<file path="config.mk">
export PLATFORM = sky130hd
export DESIGN_NAME = output_port_tx
export DESIGN_NICKNAME = d
export VERILOG_FILES = /design/src/rtl/output_port_tx_pkg.sv /design/src/rtl/sync_fifo.sv /design/src/rtl/output_port_tx.sv
export SDC_FILE = /design/constraint.sdc
export NUM_CORES = 1
export LEC_CHECK = 0
export CAP_MARGIN = 15
export CELL_PAD_IN_SITES_DETAIL_PLACEMENT = 0
export CELL_PAD_IN_SITES_GLOBAL_PLACEMENT = 2
export CORE_ASPECT_RATIO = 0.9
export CORE_MARGIN = 5
export CORE_UTILIZATION = 43
export CTS_CLUSTER_DIAMETER = 40
export CTS_CLUSTER_SIZE = 40
export DETAILED_ROUTE_END_ITERATION = 10
export PLACE_DENSITY = 0.95
export REMOVE_ABC_BUFFERS = 1
export SLEW_MARGIN = 25
export SYNTH_ARGS = -nofsm -noshare
export SYNTH_HDL_FRONTEND = slang
export SYNTH_SLANG_ARGS = --single-unit
</file>
<file path="constraint.sdc">
create_clock -name clk_bft -period 5.9 [get_ports clk_bft]
set_input_delay 1.18 -clock clk_bft [delete_from_list [all_inputs] [get_ports clk_bft]]
set_output_delay 1.18 -clock clk_bft [all_outputs]
set_load 0.01 [all_outputs]
</file>
<file path="src/rtl/output_port_tx_pkg.sv">
// Shared types and field-geometry helpers for the output port transmitter.
// Latency: n/a (declarations only).
// Backpressure: n/a.
package output_port_tx_pkg;

    // Staging-register FSM encoding
    typedef enum logic [1:0] {
        ST_EMPTY = 2'd0,
        ST_STALL = 2'd1,
        ST_FULL  = 2'd2
    } tx_state_t;

    // Default packet geometry
    localparam int DEF_PACKET_BITS        = 97;
    localparam int DEF_NUM_LEAF_BITS      = 6;
    localparam int DEF_NUM_PORT_BITS      = 4;
    localparam int DEF_NUM_ADDR_BITS      = 7;
    localparam int DEF_PAYLOAD_BITS       = 64;
    localparam int DEF_NUM_BRAM_ADDR_BITS = 7;

    // Zero pad between the sequence number and the payload
    function automatic int pad_width(input int packet_bits, input int leaf_bits,
                                     input int port_bits, input int addr_bits,
                                     input int payload_bits);
        return packet_bits - 1 - leaf_bits - port_bits - addr_bits - payload_bits;
    endfunction

    // Credit counter must hold the full remote depth, hence one extra bit
    function automatic int credit_width(input int bram_addr_bits);
        return bram_addr_bits + 1;
    endfunction

    // Bit offsets, LSB first: payload, pad, seq, port, leaf, valid
    function automatic int seq_lsb(input int payload_bits, input int pad_bits);
        return payload_bits + pad_bits;
    endfunction

endpackage

</file>
<file path="src/rtl/sync_fifo.sv">
// Single-clock show-ahead FIFO; rd_data is the head entry whenever !empty.
// Latency: write at edge N is visible on rd_data/empty after edge N.
// Backpressure: writes ignored when full, reads ignored when empty; full/empty from registered count.
module sync_fifo #(
    parameter int WIDTH     = 64,
    parameter int ADDR_BITS = 2
) (
    input  logic             clk_bft,
    input  logic             reset,
    input  logic             wr_en,
    input  logic [WIDTH-1:0] wr_data,
    input  logic             rd_en,
    output logic [WIDTH-1:0] rd_data,
    output logic             full,
    output logic             empty
);

    localparam int DEPTH = 1 << ADDR_BITS;
    localparam logic [ADDR_BITS:0] DEPTH_CNT = {1'b1, {ADDR_BITS{1'b0}}};

    logic [WIDTH-1:0]     mem [DEPTH];
    logic [ADDR_BITS-1:0] wr_ptr;
    logic [ADDR_BITS-1:0] rd_ptr;
    logic [ADDR_BITS:0]   count;
    logic                 do_wr;
    logic                 do_rd;

    assign full    = (count == DEPTH_CNT);
    assign empty   = (count == '0);
    assign do_wr   = wr_en && !full;
    assign do_rd   = rd_en && !empty;
    assign rd_data = mem[rd_ptr];

    // Storage array; contents are don't-care until written, so no reset
    always_ff @(posedge clk_bft) begin
        if (do_wr) begin
            mem[wr_ptr] <= wr_data;
        end
    end

    // Pointers and occupancy; reset discards anything buffered
    always_ff @(posedge clk_bft or negedge reset) begin
        if (!reset) begin
            wr_ptr <= '0;
            rd_ptr <= '0;
            count  <= '0;
        end else begin
            if (do_wr) wr_ptr <= wr_ptr + 1'b1;
            if (do_rd) rd_ptr <= rd_ptr + 1'b1;
            case ({do_wr, do_rd})
                2'b10:   count <= count + 1'b1;
                2'b01:   count <= count - 1'b1;
                default: count <= count;
            endcase
        end
    end

endmodule

</file>
<file path="src/rtl/output_port_tx.sv">
// Buffers user payload, wraps it in an addressed, sequenced packet and requests the arbiter.
// Latency: user write at edge N -> staged at N+1 -> req high the cycle after N+1.
// Backpressure: ack2user = !fifo_full; staging holds until grant; no issue without remote credit.
module output_port_tx
    import output_port_tx_pkg::*;
#(
    parameter int PACKET_BITS           = 97,
    parameter int NUM_LEAF_BITS         = 6,
    parameter int NUM_PORT_BITS         = 4,
    parameter int NUM_ADDR_BITS         = 7,
    parameter int PAYLOAD_BITS          = 64,
    parameter int NUM_BRAM_ADDR_BITS    = 7,
    parameter int FREESPACE_UPDATE_SIZE = 64,
    parameter int FIFO_ADDR_BITS        = 2
) (
    input  logic                          clk_bft,
    input  logic                          reset,
    input  logic [PAYLOAD_BITS-1:0]       din_user,
    input  logic                          vld_user,
    output logic                          ack2user,
    input  logic [NUM_LEAF_BITS-1:0]      dst_leaf,
    input  logic [NUM_PORT_BITS-1:0]      dst_port,
    input  logic                          freespace_update,
    output logic [PACKET_BITS-1:0]        packet_out,
    output logic                          req,
    input  logic                          grant,
    output logic [NUM_BRAM_ADDR_BITS:0]   credit
);

    localparam int PAD_BITS    = pad_width(PACKET_BITS, NUM_LEAF_BITS, NUM_PORT_BITS,
                                           NUM_ADDR_BITS, PAYLOAD_BITS);
    localparam int CREDIT_BITS = credit_width(NUM_BRAM_ADDR_BITS);
    localparam int CSUM_BITS   = CREDIT_BITS + 1;
    localparam logic [CREDIT_BITS-1:0] CREDIT_MAX = {1'b1, {NUM_BRAM_ADDR_BITS{1'b0}}};
    localparam logic [CSUM_BITS-1:0]   FSU_INC    = CSUM_BITS'(FREESPACE_UPDATE_SIZE);

    tx_state_t                 state;
    tx_state_t                 state_nxt;
    logic [NUM_ADDR_BITS-1:0]  seq;
    logic [NUM_ADDR_BITS-1:0]  seq_nxt;
    logic [CSUM_BITS-1:0]      credit_sum;
    logic [CREDIT_BITS-1:0]    credit_nxt;
    logic [PAYLOAD_BITS-1:0]   fifo_dout;
    logic                      fifo_full;
    logic                      fifo_empty;
    logic                      push;
    logic                      pop;
    logic                      can_load;
    logic                      grant_fire;

    // Held low while reset is asserted so the user never sees a stale ready
    assign ack2user   = reset && !fifo_full;
    assign push       = vld_user && ack2user;
    assign req        = (state == ST_FULL);
    assign can_load   = !fifo_empty && (credit != '0);
    assign grant_fire = (state == ST_FULL) && grant;

    // A packet loaded on the grant edge already carries the advanced number
    assign seq_nxt = seq + NUM_ADDR_BITS'(grant_fire);

    sync_fifo #(
        .WIDTH     (PAYLOAD_BITS),
        .ADDR_BITS (FIFO_ADDR_BITS)
    ) u_fifo (
        .clk_bft (clk_bft),
        .reset   (reset),
        .wr_en   (push),
        .wr_data (din_user),
        .rd_en   (pop),
        .rd_data (fifo_dout),
        .full    (fifo_full),
        .empty   (fifo_empty)
    );

    // Next staging state; pop doubles as the stage-load strobe
    always_comb begin
        state_nxt = state;
        pop       = 1'b0;
        case (state)
            ST_FULL: begin
                if (grant) begin
                    if (can_load) begin
                        pop = 1'b1;
                    end else begin
                        state_nxt = fifo_empty ? ST_EMPTY : ST_STALL;
                    end
                end
            end
            default: begin
                if (can_load) begin
                    pop       = 1'b1;
                    state_nxt = ST_FULL;
                end else begin
                    state_nxt = fifo_empty ? ST_EMPTY : ST_STALL;
                end
            end
        endcase
    end

    // Credit: one per load, refund per update, clamp at the remote depth
    always_comb begin
        credit_sum = {1'b0, credit}
                   + (freespace_update ? FSU_INC : '0)
                   - {{CREDIT_BITS{1'b0}}, pop};
        credit_nxt = (credit_sum > {1'b0, CREDIT_MAX}) ? CREDIT_MAX
                                                       : credit_sum[CREDIT_BITS-1:0];
    end

    // FSM state register
    always_ff @(posedge clk_bft or negedge reset) begin
        if (!reset) begin
            state <= ST_EMPTY;
        end else begin
            state <= state_nxt;
        end
    end

    // Staging register, sequence number and credit counter
    always_ff @(posedge clk_bft or negedge reset) begin
        if (!reset) begin
            packet_out <= '0;
            seq        <= '0;
            credit     <= CREDIT_MAX;
        end else begin
            seq    <= seq_nxt;
            credit <= credit_nxt;
            if (pop) begin
                packet_out <= {1'b1, dst_leaf, dst_port, seq_nxt,
                               {PAD_BITS{1'b0}}, fifo_dout};
            end
        end
    end

endmodule

</file>
Word level (Yosys, flattened, before mapping)
Memory sizes are Yosys's and may differ from the RTL's. A register that Yosys moved wholly into a read port is not among the register bits.
Cells that the tools add are included.
- register bits: 106
- RAM bits: 256
- input bits: 79
- output and inout port bits: 107
- logic and storage cells: 48
- memories: 1
- add/sub/neg operators: 7
- order comparisons: 1
- eq/ne operators: 6
- muxes and demuxes: 13
- reduce and logical (&&, ||, !) cells: 13
- memories (memory ; words ; width ; read ports ; clocked after Yosys merged registers in ; wr ports ; RTL line ; RTL):
    u_fifo.mem ; 4 ; 64 ; 1 ; 1 ; 1 ; sync_fifo.sv:21 ; logic [WIDTH-1:0] mem [DEPTH];
- operators by type and width (kind ; count):
    8-bit by 7-bit adder with 9-bit output ; 1
    9-bit by 8-bit greater-than comparator with 1-bit output (second input constant) ; 1
    9-bit by 1-bit subtractor with 9-bit output ; 1
    2-bit 2-to-1 mux ; 4
    8-bit 2-to-1 mux ; 1
    8-bit nonzero test ; 1
    7-bit by 1-bit adder with 7-bit output ; 1
    7-bit 2-to-1 mux ; 1
    1-bit logical AND ; 6
    1-bit 2-to-1 mux ; 6
    3-bit case mux with 2 select lines ; 1
    2-bit by 1-bit adder with 2-bit output (second input constant) ; 2
    2-bit == test (second input constant) ; 2
    3-bit by 1-bit adder with 3-bit output (second input constant) ; 1
    3-bit == test (second input constant) ; 1
    1-bit zero test ; 3
    3-bit zero test ; 1
    3-bit by 1-bit subtractor with 3-bit output (second input constant) ; 1
    2-bit by 1-bit == test with 1-bit output (second input constant) ; 1
    2-bit by 1-bit inequality test with 1-bit output (second input constant) ; 1
    2-bit inequality test (second input constant) ; 1
    2-bit AND reduction ; 1
    2-bit nonzero test ; 1

Longest topological paths before layout
- depth in word-level cells: 9
- depth in mapped cells: 17
- gate-level depth less buffers: 15

By module
From an unflattened synthesis, not the netlist that was laid out.
- cells, all modules: 664
- area total of the unflattened synthesis: 13847.0 um2
- by module, submodules not included (module ; times used ; cells each ; area an instance (um2) ; seq. area each (um2)):
    sync_fifo ; 1 ; 371 ; 9655.5 ; 7862.5
    output_port_tx ; 1 ; 293 ; 4191.5 ; 2478.6

Least setup slack after synthesis
OpenSTA, ideal clock, no wires.
- path kind: input -> register
- from: input port grant
- to: register credit[1]
- library setup time: 0.081 ns
- arrival time: 4.035 ns
- required time: 5.819 ns
- setup slack: 1.784 ns
- stages on the path: 15
- buffers on the path: 2
- cells stage by stage: o21bai_1 > nand2b_1 > clkbuf_1 > clkbuf_1 > inv_1 > ha_1 > inv_1 > ha_1 > inv_1 > fa_1 > nor3b_1 > nor2_1 > xnor2_1 > o41a_1 > nor3b_2
- cells in the longest elaborated chain, start to end: 5
- RTL lines (item ; RTL line ; RTL):
    start: declaration ; output_port_tx.sv:26 ; input logic grant,
    1-bit 2-to-1 mux (*) ; output_port_tx.sv:81 ; if (grant) begin
    1-bit 2-to-1 mux (*) ; output_port_tx.sv:79 ; case (state)
    9-bit by 1-bit subtractor with 9-bit output (*) ; output_port_tx.sv:104 ; - {{CREDIT_BITS{1'b0}}, pop};
    9-bit by 8-bit greater-than comparator with 1-bit output ; output_port_tx.sv:105 ; credit_nxt = (credit_sum > {1'b0, CREDIT_MAX}) ? CREDIT_MAX
    8-bit 2-to-1 mux (*) ; output_port_tx.sv:105 ;
    net credit_nxt[1] ; output_port_tx.sv:42 ; logic [CREDIT_BITS-1:0] credit_nxt;
    end signal: assignment ; output_port_tx.sv:126 ; credit <= credit_nxt;
    end: declaration ; output_port_tx.sv:27 ; output logic [NUM_BRAM_ADDR_BITS:0] credit
The timed path passes the listed nets; every way through them passes the cells marked *.
A chain may end at the register's enable or synchronous reset.

Worst setup path in the final report
Ends and elaborated chain as after synthesis.

==> flow_summary.ini <==
[yosys]
synthesis.area_mm2 = 0.01381
yosys.cell_types.count = 40
synthFlopType = edfxtp_1
async_flop_share_pct = 29.28
synth_common_cells = 256 x edfxtp_1, 238 x nand2_1, 105 x dfrtp_1
synth_warnings = 0
ys_top_cells_by_area = edfxtp_1 56%, dfrtp_1 19%, mux4_2 10%
ys_ff_latch = 362
syn_area_per_cell_um2 = 16.52
synth_most_common_cell = edfxtp_1
synth-edff-count = 256
syn_inst = 836
synth.yosys.seq_area_share_pct = 74.86
yosys.area.top_type = edfxtp_1
synth_top_area_share_pct = 55.65

[setup_path]
critPathLaunchType = primary input
slowest_delay_ns = 0.48
worstPathRequired_ns = 6.34
worstSetupPathType = primary input to register
worstPathArrival_ns = 4.47
slowest_stage = o41a_1
crit_buf_inv = 4
path_max_fanout = 28
cp_common_cell = inv_1
cp-end-kind = register
cp_top_family = simple AND/OR/NAND/NOR gates
crit_chain = clkdlybuf4s50_1 -> o21bai_1 -> nand2b_4 -> inv_1 -> ha_1 -> inv_1 -> ha_1 -> inv_1 -> fa_1 -> nor3b_1 -> nor2_1 -> xnor2_1 -> o41a_1 -> nor3b_2

[route]
dr.pass1.iters = 4
vias_per_cell = 4.991
topRoutingLayerUsed = met5
routedWlPerCell_um = 18.80
met3_length_mm = 1.744
dr_total_vias = 7382
finalWirelength_mm = 27.81
drt-initial-drc-count = 369
detail-route-antenna-nets = 0
drc = 0
m1WireLength_mm = 11.81
wl_met2_mm = 13.75

[hold_path]
holdCritPathClass = register to register

[placed_design]
dp_hpwl_mm = 16.23
dp.cells = 1396
routabilityCongestion = 0.7770
port_buffers = 170

[die]
die_y_um = 180.0
ios = 186
die_x_um = 198.9
initial_core_util_pct = 43.43
rows = 62
core_mm2 = 0.03181
die-area_mm2 = 0.03581

[timing]
maxSlewViolCount = 0
clock_skew_ns = 0.02976
rsz0062_at_grt = false
finalHoldViolCount = 0
post-route-period-util_pct = 68.40
tightest_slew_ns = 0.7983
slew_headroom_pct = 46.78
clock.fmax_mhz = 247.8
fin_tns_setup_ns = 0
min_period_ns = 4.035
finalSetupViolCount = 0

[clocking]
clockBufferDepth = 3
root_buffer = clkbuf_16
insertion_delay_ns = 0.53
clock_sinks = 362
ctsResizeCount = 0
holdBufCountCts = 0
cts_made_buffers = 43
postCtsSetupBuffers = 0
h-tree-depth = 2
tritoncts = yes
clkTransAtPathRegs_ns = 0.06

[global_routing]
grt_max_degree = 83
grt_pass1_wl_mm = 44.48
grt_pass1_vias = 7933
grt_usage_pct = 15.77
overflow = 0
grt_antenna_before_repair = 3

[power]
powerDensity_mw_per_mm2 = 527.1
p_leak_nw = 6.647
p_total_mw = 9.241
peakVddDrop_v = 0.0003259

[cells_and_area]
final_layout_size_suffix_gt1_share_pct = 15.62
num_antenna_cells = 0
fin_cells = 1479
area_delta_synth_final_pct = 26.91
nNetsFinal = 1127

[flow_run]
drv_cap = 0

[run_status]
status = completed
flip-flops by register name (all words and copies together) (netlist names):
register	cells
credit	8
packet_out	82
seq	7
state	2
u_fifo.count	3
u_fifo.mem	256
u_fifo.rd_ptr	2
u_fifo.wr_ptr	2
power by group:
part,switching [mW],leakage [nW],internal [mW]
registers,0.370,3.62,3.30
logic,1.49,2.31,1.45
clock network,1.15,0.718,1.49
total,3.00,6.65,6.24
layout make-up:
| cell class | instances | area (µm²) |
|---|---|---|
| Clock buffer | 44 | 1101 |
| Clock inverter | 36 | 382.9 |
| Fill cell | 2499 | 14270 |
| Inverter | 25 | 95.09 |
| Multi-Input combinational cell | 416 | 3219 |
| Sequential cell | 362 | 10350 |
| Tap cell | 416 | 520.5 |
| Timing Repair Buffer | 180 | 1863 |
cells in the final DEF (no fill, tap or decap), types with 2 or more instances in the layout:
cell type,synthesis,layout
clkinvlp_4,0,3
and2_1,2,2
buf_16,0,3
nor2b_1,3,3
clkdlybuf4s50_1,0,169
nand2_1,238,238
a311o_1,2,2
nor3b_1,5,5
inv_8,0,3
nor3_1,4,4
buf_4,15,5
nor2_1,15,15
clkinv_4,0,5
clkinv_2,0,5
fa_1,2,2
o21ai_0,3,3
nand3_1,5,5
mux4_2,64,64
dfrtp_1,105,103
inv_1,25,24
edfxtp_1,256,256
nand2b_1,3,2
ha_1,18,18
buf_12,0,2
inv_12,0,3
and3_1,6,2
dfrtp_4,0,2
xnor2_1,13,13
clkbuf_16,0,44
nand2b_4,1,2
and3_4,0,4
clkinv_8,0,6
conb_1,1,15
clkinv_1,0,2
xor2_1,3,3
inv_6,0,9
through the flow:
stage | util, % | cell area, µm² | setup slack [ns] | hold WS [ns]
final | 55.12 | 17530 | 1.865 | 0.4726
after global routing | 55.12 | 17530 | 1.631 | 0.4988
after floorplan | - | 13630 | 0.2718 | 0.4439
after detailed placement | 50.23 | 15980 | 1.374 | 0.4566
after global placement | 50.06 | 15920 | 1.402 | 0.4515
after CTS | 54.89 | 17460 | 1.862 | 0.4768
worst paths after layout:
check / startpoint / slack, ns / endpoint / cells after the start
hold / removal: packet_out[3] / 0.47 / packet_out[3] / 2
min in group asynchronous: reset / 0.52 / packet_out[87] / 1
hold reg to reg: packet_out[3] / 0.47 / packet_out[3] / 2
setup reg to reg: credit[1] / 2.24 / credit[1] / 14
max in group asynchronous: reset / 4.36 / u_fifo.rd_ptr[0] / 2
setup / recovery: grant / 1.86 / credit[1] / 14
layer usage:
metal / GRT usage, % / up-vias
li1: - / 3405
met1: 21.33 / 3734
met2: 26.26 / 193
met3: 3.758 / 44
met4: 3.528 / 6
met5: 0 / -
tightest hold or removal path, cell delays in order, from the launching register on:
cell and delay [ns]:
dfrtp_1 0.34, nand2_1 0.05, nand2_1 0.06
cell families after synthesis:
logic type	after synthesis	share of synthesized area [%]
DFF	362	74.86
and+or+nand+nor	286	8.451
buffers and inverters	72	2.409
muxes	64	10.43
adders and majority gates	20	1.920
xor gates and xnor gates	16	1.015
AOI/OAI and AO/OA	15	0.8786
other	1	0.02715
Note: power is estimated with default switching activity, not from simulation.
